`src/rtl/div_unit_pkg.sv`:
```
// rtl/div_unit_pkg.sv - shared divider definitions for the ALU, decoder and divider
package div_unit_pkg;

   typedef enum logic [1:0] {
      DIV_IDLE = 2'd0,
      DIV_ON   = 2'd1,
      DIV_END  = 2'd2
   } div_state_t;

   localparam int DIV_ITER = 32;

   // alucontrol codes the decoder maps onto i_start / i_signed_div
   localparam logic [7:0] EXE_DIV_OP  = 8'b0001_1010;
   localparam logic [7:0] EXE_DIVU_OP = 8'b0001_1011;

endpackage

```
`src/rtl/div_unit_step.sv`:
```
// rtl/div_unit_step.sv - one restoring-division step: shift, trial subtract, restore
module div_step #(
   parameter int WIDTH = 32
) (
   input  logic [WIDTH:0]   i_rem,
   input  logic [WIDTH-1:0] i_dvd,
   input  logic [WIDTH-1:0] i_dsr,
   output logic [WIDTH:0]   o_rem,
   output logic [WIDTH-1:0] o_dvd
);

   logic [WIDTH+1:0] w_shift;
   logic [WIDTH+1:0] w_diff;
   logic             w_borrow;

   // the quotient bits shift into the dividend register as its bits shift out
   assign w_shift  = {i_rem, i_dvd[WIDTH-1]};
   assign w_diff   = w_shift - {2'b00, i_dsr};
   assign w_borrow = w_diff[WIDTH+1];
   assign o_rem    = w_borrow ? w_shift[WIDTH:0] : w_diff[WIDTH:0];
   assign o_dvd    = {i_dvd[WIDTH-2:0], ~w_borrow};

endmodule

```
`src/rtl/div_unit.sv`:
```
// rtl/div_unit.sv - iterative radix-2 DIV/DIVU unit with EX-stage stall handshake
module div_unit
   import div_unit_pkg::*;
#(
   parameter int WIDTH = DIV_ITER
) (
   input  logic               i_clk,
   input  logic               i_rst,
   input  logic               i_start,
   input  logic               i_signed_div,
   input  logic               i_annul,
   input  logic [WIDTH-1:0]   i_num1,
   input  logic [WIDTH-1:0]   i_num2,
   output logic [2*WIDTH-1:0] o_result,
   output logic               o_ready,
   output logic               o_stall_req
);

   localparam int CW = $clog2(WIDTH) + 1;

   div_state_t         r_state;
   div_state_t         w_state_nxt;
   logic [WIDTH:0]     r_rem;
   logic [WIDTH-1:0]   r_dvd;
   logic [WIDTH-1:0]   r_dsr;
   logic               r_qneg;
   logic               r_rneg;
   logic [CW-1:0]      r_cnt;
   logic [2*WIDTH-1:0] r_result;

   logic [WIDTH:0]     w_rem_nxt;
   logic [WIDTH-1:0]   w_quo_nxt;
   logic [WIDTH-1:0]   w_num1_mag;
   logic [WIDTH-1:0]   w_num2_mag;
   logic [WIDTH-1:0]   w_quo_fix;
   logic [WIDTH-1:0]   w_rem_fix;
   logic               w_cnt_last;
   logic               w_div_zero;

   div_step #(.WIDTH(WIDTH)) u_step (
      .i_rem (r_rem),
      .i_dvd (r_dvd),
      .i_dsr (r_dsr),
      .o_rem (w_rem_nxt),
      .o_dvd (w_quo_nxt)
   );

   assign w_num1_mag = (i_signed_div && i_num1[WIDTH-1]) ? -i_num1 : i_num1;
   assign w_num2_mag = (i_signed_div && i_num2[WIDTH-1]) ? -i_num2 : i_num2;
   assign w_quo_fix  = r_qneg ? -w_quo_nxt : w_quo_nxt;
   assign w_rem_fix  = r_rneg ? -w_rem_nxt[WIDTH-1:0] : w_rem_nxt[WIDTH-1:0];
   assign w_cnt_last = (r_cnt == CW'(WIDTH - 1));
   assign w_div_zero = (i_num2 == '0);

   always_ff @(posedge i_clk) begin
      if (i_rst) begin
         r_state <= DIV_IDLE;
      end else begin
         r_state <= w_state_nxt;
      end
   end

   always_comb begin
      w_state_nxt = r_state;
      if (i_annul) begin
         w_state_nxt = DIV_IDLE;
      end else begin
         case (r_state)
            DIV_IDLE: if (i_start) w_state_nxt = w_div_zero ? DIV_END : DIV_ON;
            DIV_ON:   if (w_cnt_last) w_state_nxt = DIV_END;
            default:  w_state_nxt = DIV_IDLE;
         endcase
      end
   end

   always_comb begin
      o_ready     = (r_state == DIV_END) && !i_annul;
      o_stall_req = ((r_state == DIV_IDLE) && i_start && !i_annul) || (r_state == DIV_ON);
   end

   // a flush freezes the datapath; the result register keeps the last good value
   always_ff @(posedge i_clk) begin
      if (i_rst) begin
         r_rem    <= '0;
         r_dvd    <= '0;
         r_dsr    <= '0;
         r_qneg   <= 1'b0;
         r_rneg   <= 1'b0;
         r_cnt    <= '0;
         r_result <= '0;
      end else if (!i_annul) begin
         case (r_state)
            DIV_IDLE: begin
               if (i_start) begin
                  if (w_div_zero) begin
                     r_result <= '0;
                  end else begin
                     r_dvd  <= w_num1_mag;
                     r_dsr  <= w_num2_mag;
                     r_qneg <= i_signed_div && (i_num1[WIDTH-1] ^ i_num2[WIDTH-1]);
                     r_rneg <= i_signed_div && i_num1[WIDTH-1];
                     r_rem  <= '0;
                     r_cnt  <= '0;
                  end
               end
            end
            DIV_ON: begin
               r_rem <= w_rem_nxt;
               r_dvd <= w_quo_nxt;
               r_cnt <= r_cnt + CW'(1);
               if (w_cnt_last) r_result <= {w_rem_fix, w_quo_fix};
            end
            default: ;
         endcase
      end
   end

   assign o_result = r_result;

endmodule

```
`config.mk`:
```
export PLATFORM = sky130hd
export DESIGN_NAME = div_unit
export DESIGN_NICKNAME = d
export VERILOG_FILES = /design/src/rtl/div_unit_pkg.sv /design/src/rtl/div_unit_step.sv /design/src/rtl/div_unit.sv
export SDC_FILE = /design/constraint.sdc
export NUM_CORES = 1
export LEC_CHECK = 0
export ABC_AREA = 1
export CAP_MARGIN = 20
export CORE_UTILIZATION = 45
export DETAILED_ROUTE_END_ITERATION = 8
export DONT_BUFFER_PORTS = 1
export GPL_TIMING_DRIVEN = 0
export PLACE_DENSITY = 0.73
export SYNTH_ARGS = -nofsm -noshare
export SYNTH_HDL_FRONTEND = slang
export SYNTH_SLANG_ARGS = --single-unit
```
`constraint.sdc`:
```
create_clock -name i_clk -period 3.8 [get_ports i_clk]
set_input_delay 0.76 -clock i_clk [delete_from_list [all_inputs] [get_ports i_clk]]
set_output_delay 0.76 -clock i_clk [all_outputs]
set_load 0.01 [all_outputs]
```
==> flow_summary.yaml <==
outcome:
  outcome: "complete, no violations"
cells_and_area:
  finalInstanceArea_um2: 14670
  synthToLayoutAreaGrowth_pct: 16.26
  seq_area_um2: 3465
  fillers: 2728
  multi_input_area_um2: 8628
  insertedDiodeCount: 0
  nets: 2237
  drive_gt1_share_pct: 13.26
logic_synthesis:
  yosysUniqueCellTypes: 52
  syn-num-nets: 2188
  synth_top_cell_by_area: "dfxtp_1"
  synthDominantCellAreaShare_pct: 27.13
  syn_area_um2: 12620
  synth-seq-cells: 171
  syn_avg_cell_area_um2: 6.063
  yosys_warnings: 0
  synth_enable_flop_cells: 0
  synth_seq_area_share_pct: 27.13
  synth_ff_type: "dfxtp_1"
  synth.area.top_cells: "dfxtp_1, nand2_1, a21oi_1"
  postSynthCellCount: 2081
  async_flop_share_pct: 0
pwr:
  total_power_mw: 4.960
  pwr-share-comb_pct: 25.1
  p_sw_mw: 1.746
  seqPwrFrac_pct: 38.6
  powerDensity_nw_per_um2: 338.1
  p_leak_nw: 6.631
  vdd_drop_max_uv: 347.2
  power_frac_clock_pct: 36.2
  p_int_mw: 3.214
  p_sw_share_pct: 35.20
worst_setup_path:
  worst_setup_path_start_kind: "register"
  arrival_ns: 3.99
  cp_common_cell: "nand2_4"
  path_class: "reg2reg"
  cp_max_fo: 5
  critical_path.slowest_cell: "dfxtp_1"
  critPathCaptureType: "register"
  cp.required_ns: 4.17
  max_stage_delay_ns: 0.35
detailed_routing:
  final_antenna_net_count: 0
  vias: 13960
  routedWlPerCell_um: 18.15
  drt_iter0_drc: 1356
  drt-pass1-iter-count: 6
  viasPerCell: 5.553
  drt-total-wl_um: 45630
  drc_errors: 0
floorplanning:
  die_w_um: 169.4
  ios: 135
  start_util_pct: 46.30
  core_um2: 27250
  dieArea_um2: 28710
  die_h_um: 169.4
  rows: 60
timing:
  whs_ns: 0.3886
  setup_viol: 0
  max_freq_ghz: 0.2762
  slew_viol_final: 0
  period_minus_slack_ns: 3.620
  period_share_pct: 95.27
  setup_slack_ns: 0.1798
  skew_ns: 0.01390
  tightest_slew_ns: 0.9068
  maxSlewHeadroom_pct: 39.32
  tns_ns: 0
  hold_violations: 0
cts:
  clk_pin_slew_ns: 0.08
  postCtsHoldBufs: 0
  cts_buffers: 17
  cts_tree: "built"
  clock_sinks: 171
  clock_path_buffers: 2
  cts_root_buffer: "clkbuf_16"
  insertion_delay_ns: 0.45
  htreeDepth: 4
min_path:
  hp-class: "in2reg"
global_route:
  grt_use_total_pct: 31.59
  grt_antenna_before_repair: 0
  grt_pass1_vias: 12790
  grt_max_degree: 19
  gr-total-overflow: 0
  grt_pass1_wl_um: 70320
placement:
  port_buffers: 0
  hpwl_um: 35460
  dp_slack_ns: -0.8665
  place.gp.congestion: 0.9706
  postPlaceCellArea_um2: 13080
job:
  max-cap-violations: 0
[cells by family (layout without fill, tap and decap cells)]
family,after synthesis,in the layout,synth area share [%]
buffers and inverters,322,382,10.14
XOR/XNOR,74,74,5.137
AO/OA/AOI/OAI,430,431,18.39
AND/OR/NAND/NOR,1046,1046,35.37
adder cells (fa/ha/maj),38,38,3.828
flip-flops,171,171,27.13
[final timing paths]
| path | cells after the start | slack, ns | start | to |
|---|---|---|---|---|
| worst min register to register | 2 | 0.47 | r_dvd[29] | r_dvd[29] |
| worst max register to register | 28 | 0.18 | r_dsr[11] | o_result[26] |
| worst max-delay path | 28 | 0.18 | r_dsr[11] | o_result[26] |
| worst min-delay path | 1 | 0.39 | i_annul | r_state[0] |
[cell type report]
| class | instances | share of cell area, % |
|---|---|---|
| multi-input cells | 1589 | 58.82 |
| inverters | 240 | 6.192 |
| repair buffers | 30 | 1.535 |
| plain buffers | 81 | 2.576 |
| flip-flops and latches | 171 | 23.62 |
| clock buffers | 17 | 2.900 |
| well taps | 372 | 3.173 |
| clock inverters | 14 | 1.186 |
[metal layers]
metal | GRT usage [%] | vias to the layer above | part of all wire (%)
met5 | 0 | - | 0
li1 | - | 6853 | -
met4 | 12.61 | 0 | 3.9
met3 | 7.136 | 110 | 9.5
met1 | 40.89 | 6362 | 42
met2 | 50.69 | 636 | 44
[power groups by stage]
stage	Combinational [mW]	Clock (mW)	Sequential (mW)
CTS	1.15	1.79	1.91
floorplan	0.785	0	1.93
global placement	1.05	0	1.94
finish	1.25	1.80	1.92
global route	1.37	1.87	1.92
detailed placement	1.06	0	1.95
[per-stage QoR]
stage | std cells | util (%)
2_1_floorplan | 2081 | -
3_3_place_gp | 2453 | 48.01
3_5_place_dp | 2453 | 48.01
4_1_cts | 2504 | 52.77
5_1_grt | 2514 | 53.83
6_report | 2514 | 53.83
[registers in the layout, summed over array words and instances, names as in the netlist]
signal,count
o_result,64
r_rem,33
r_dsr,32
r_dvd,32
r_cnt,6
r_state,2
r_qneg,1
r_rneg,1
[synth_stat cells (5+ instances only)]
| library cell | count |
|---|---|
| a211oi_1 | 7 |
| a21oi_1 | 226 |
| a31oi_1 | 7 |
| buf_1 | 5 |
| buf_2 | 6 |
| buf_4 | 7 |
| clkbuf_1 | 60 |
| dfxtp_1 | 171 |
| ha_1 | 37 |
| inv_1 | 235 |
| nand2_1 | 597 |
| nand2_2 | 19 |
| nand3_1 | 130 |
| nand3_2 | 5 |
| nand3b_1 | 13 |
| nand4_1 | 20 |
| nor2_1 | 187 |
| nor2_2 | 9 |
| nor3_1 | 39 |
| nor4_1 | 6 |
| o211ai_1 | 9 |
| o21ai_0 | 132 |
| o21ai_1 | 16 |
| o21bai_1 | 8 |
| xnor2_1 | 25 |
| xor2_1 | 49 |
[worst max-delay path: cells and delay by family, from the launching register on]
kind            cells  cell delay [ns]
fa+ha+maj           2             0.49
simple gates       15             1.49
compound gates      4             0.56
buf+inv             6             0.46
xor+xnor            1             0.18
flops               1             0.35
[cells in the final DEF (no fill, tap or decap), drive strengths merged, types with 37 or more instances in the layout]
| cell type | Yosys | routed |
|---|---|---|
| dfxtp | 171 | 171 |
| nor3 | 39 | 39 |
| buf | 22 | 51 |
| nor2 | 198 | 198 |
| xor2 | 49 | 49 |
| ha | 37 | 37 |
| inv | 237 | 245 |
| a21oi | 231 | 231 |
| nand2 | 621 | 621 |
| clkbuf | 60 | 77 |
| nand3 | 136 | 136 |
| o21ai | 152 | 153 |
[timing repair]
action | in CTS | in global routing
gates cloned | 0 | 1
endpoints found under the hold margin | 0 | 0
setup buffers | 21 | 9
pin swaps | 28 | 37
setup endpoints to repair | 10 | 38
resized for setup | 124 | 62
Power figures use the tool's default switching activity.
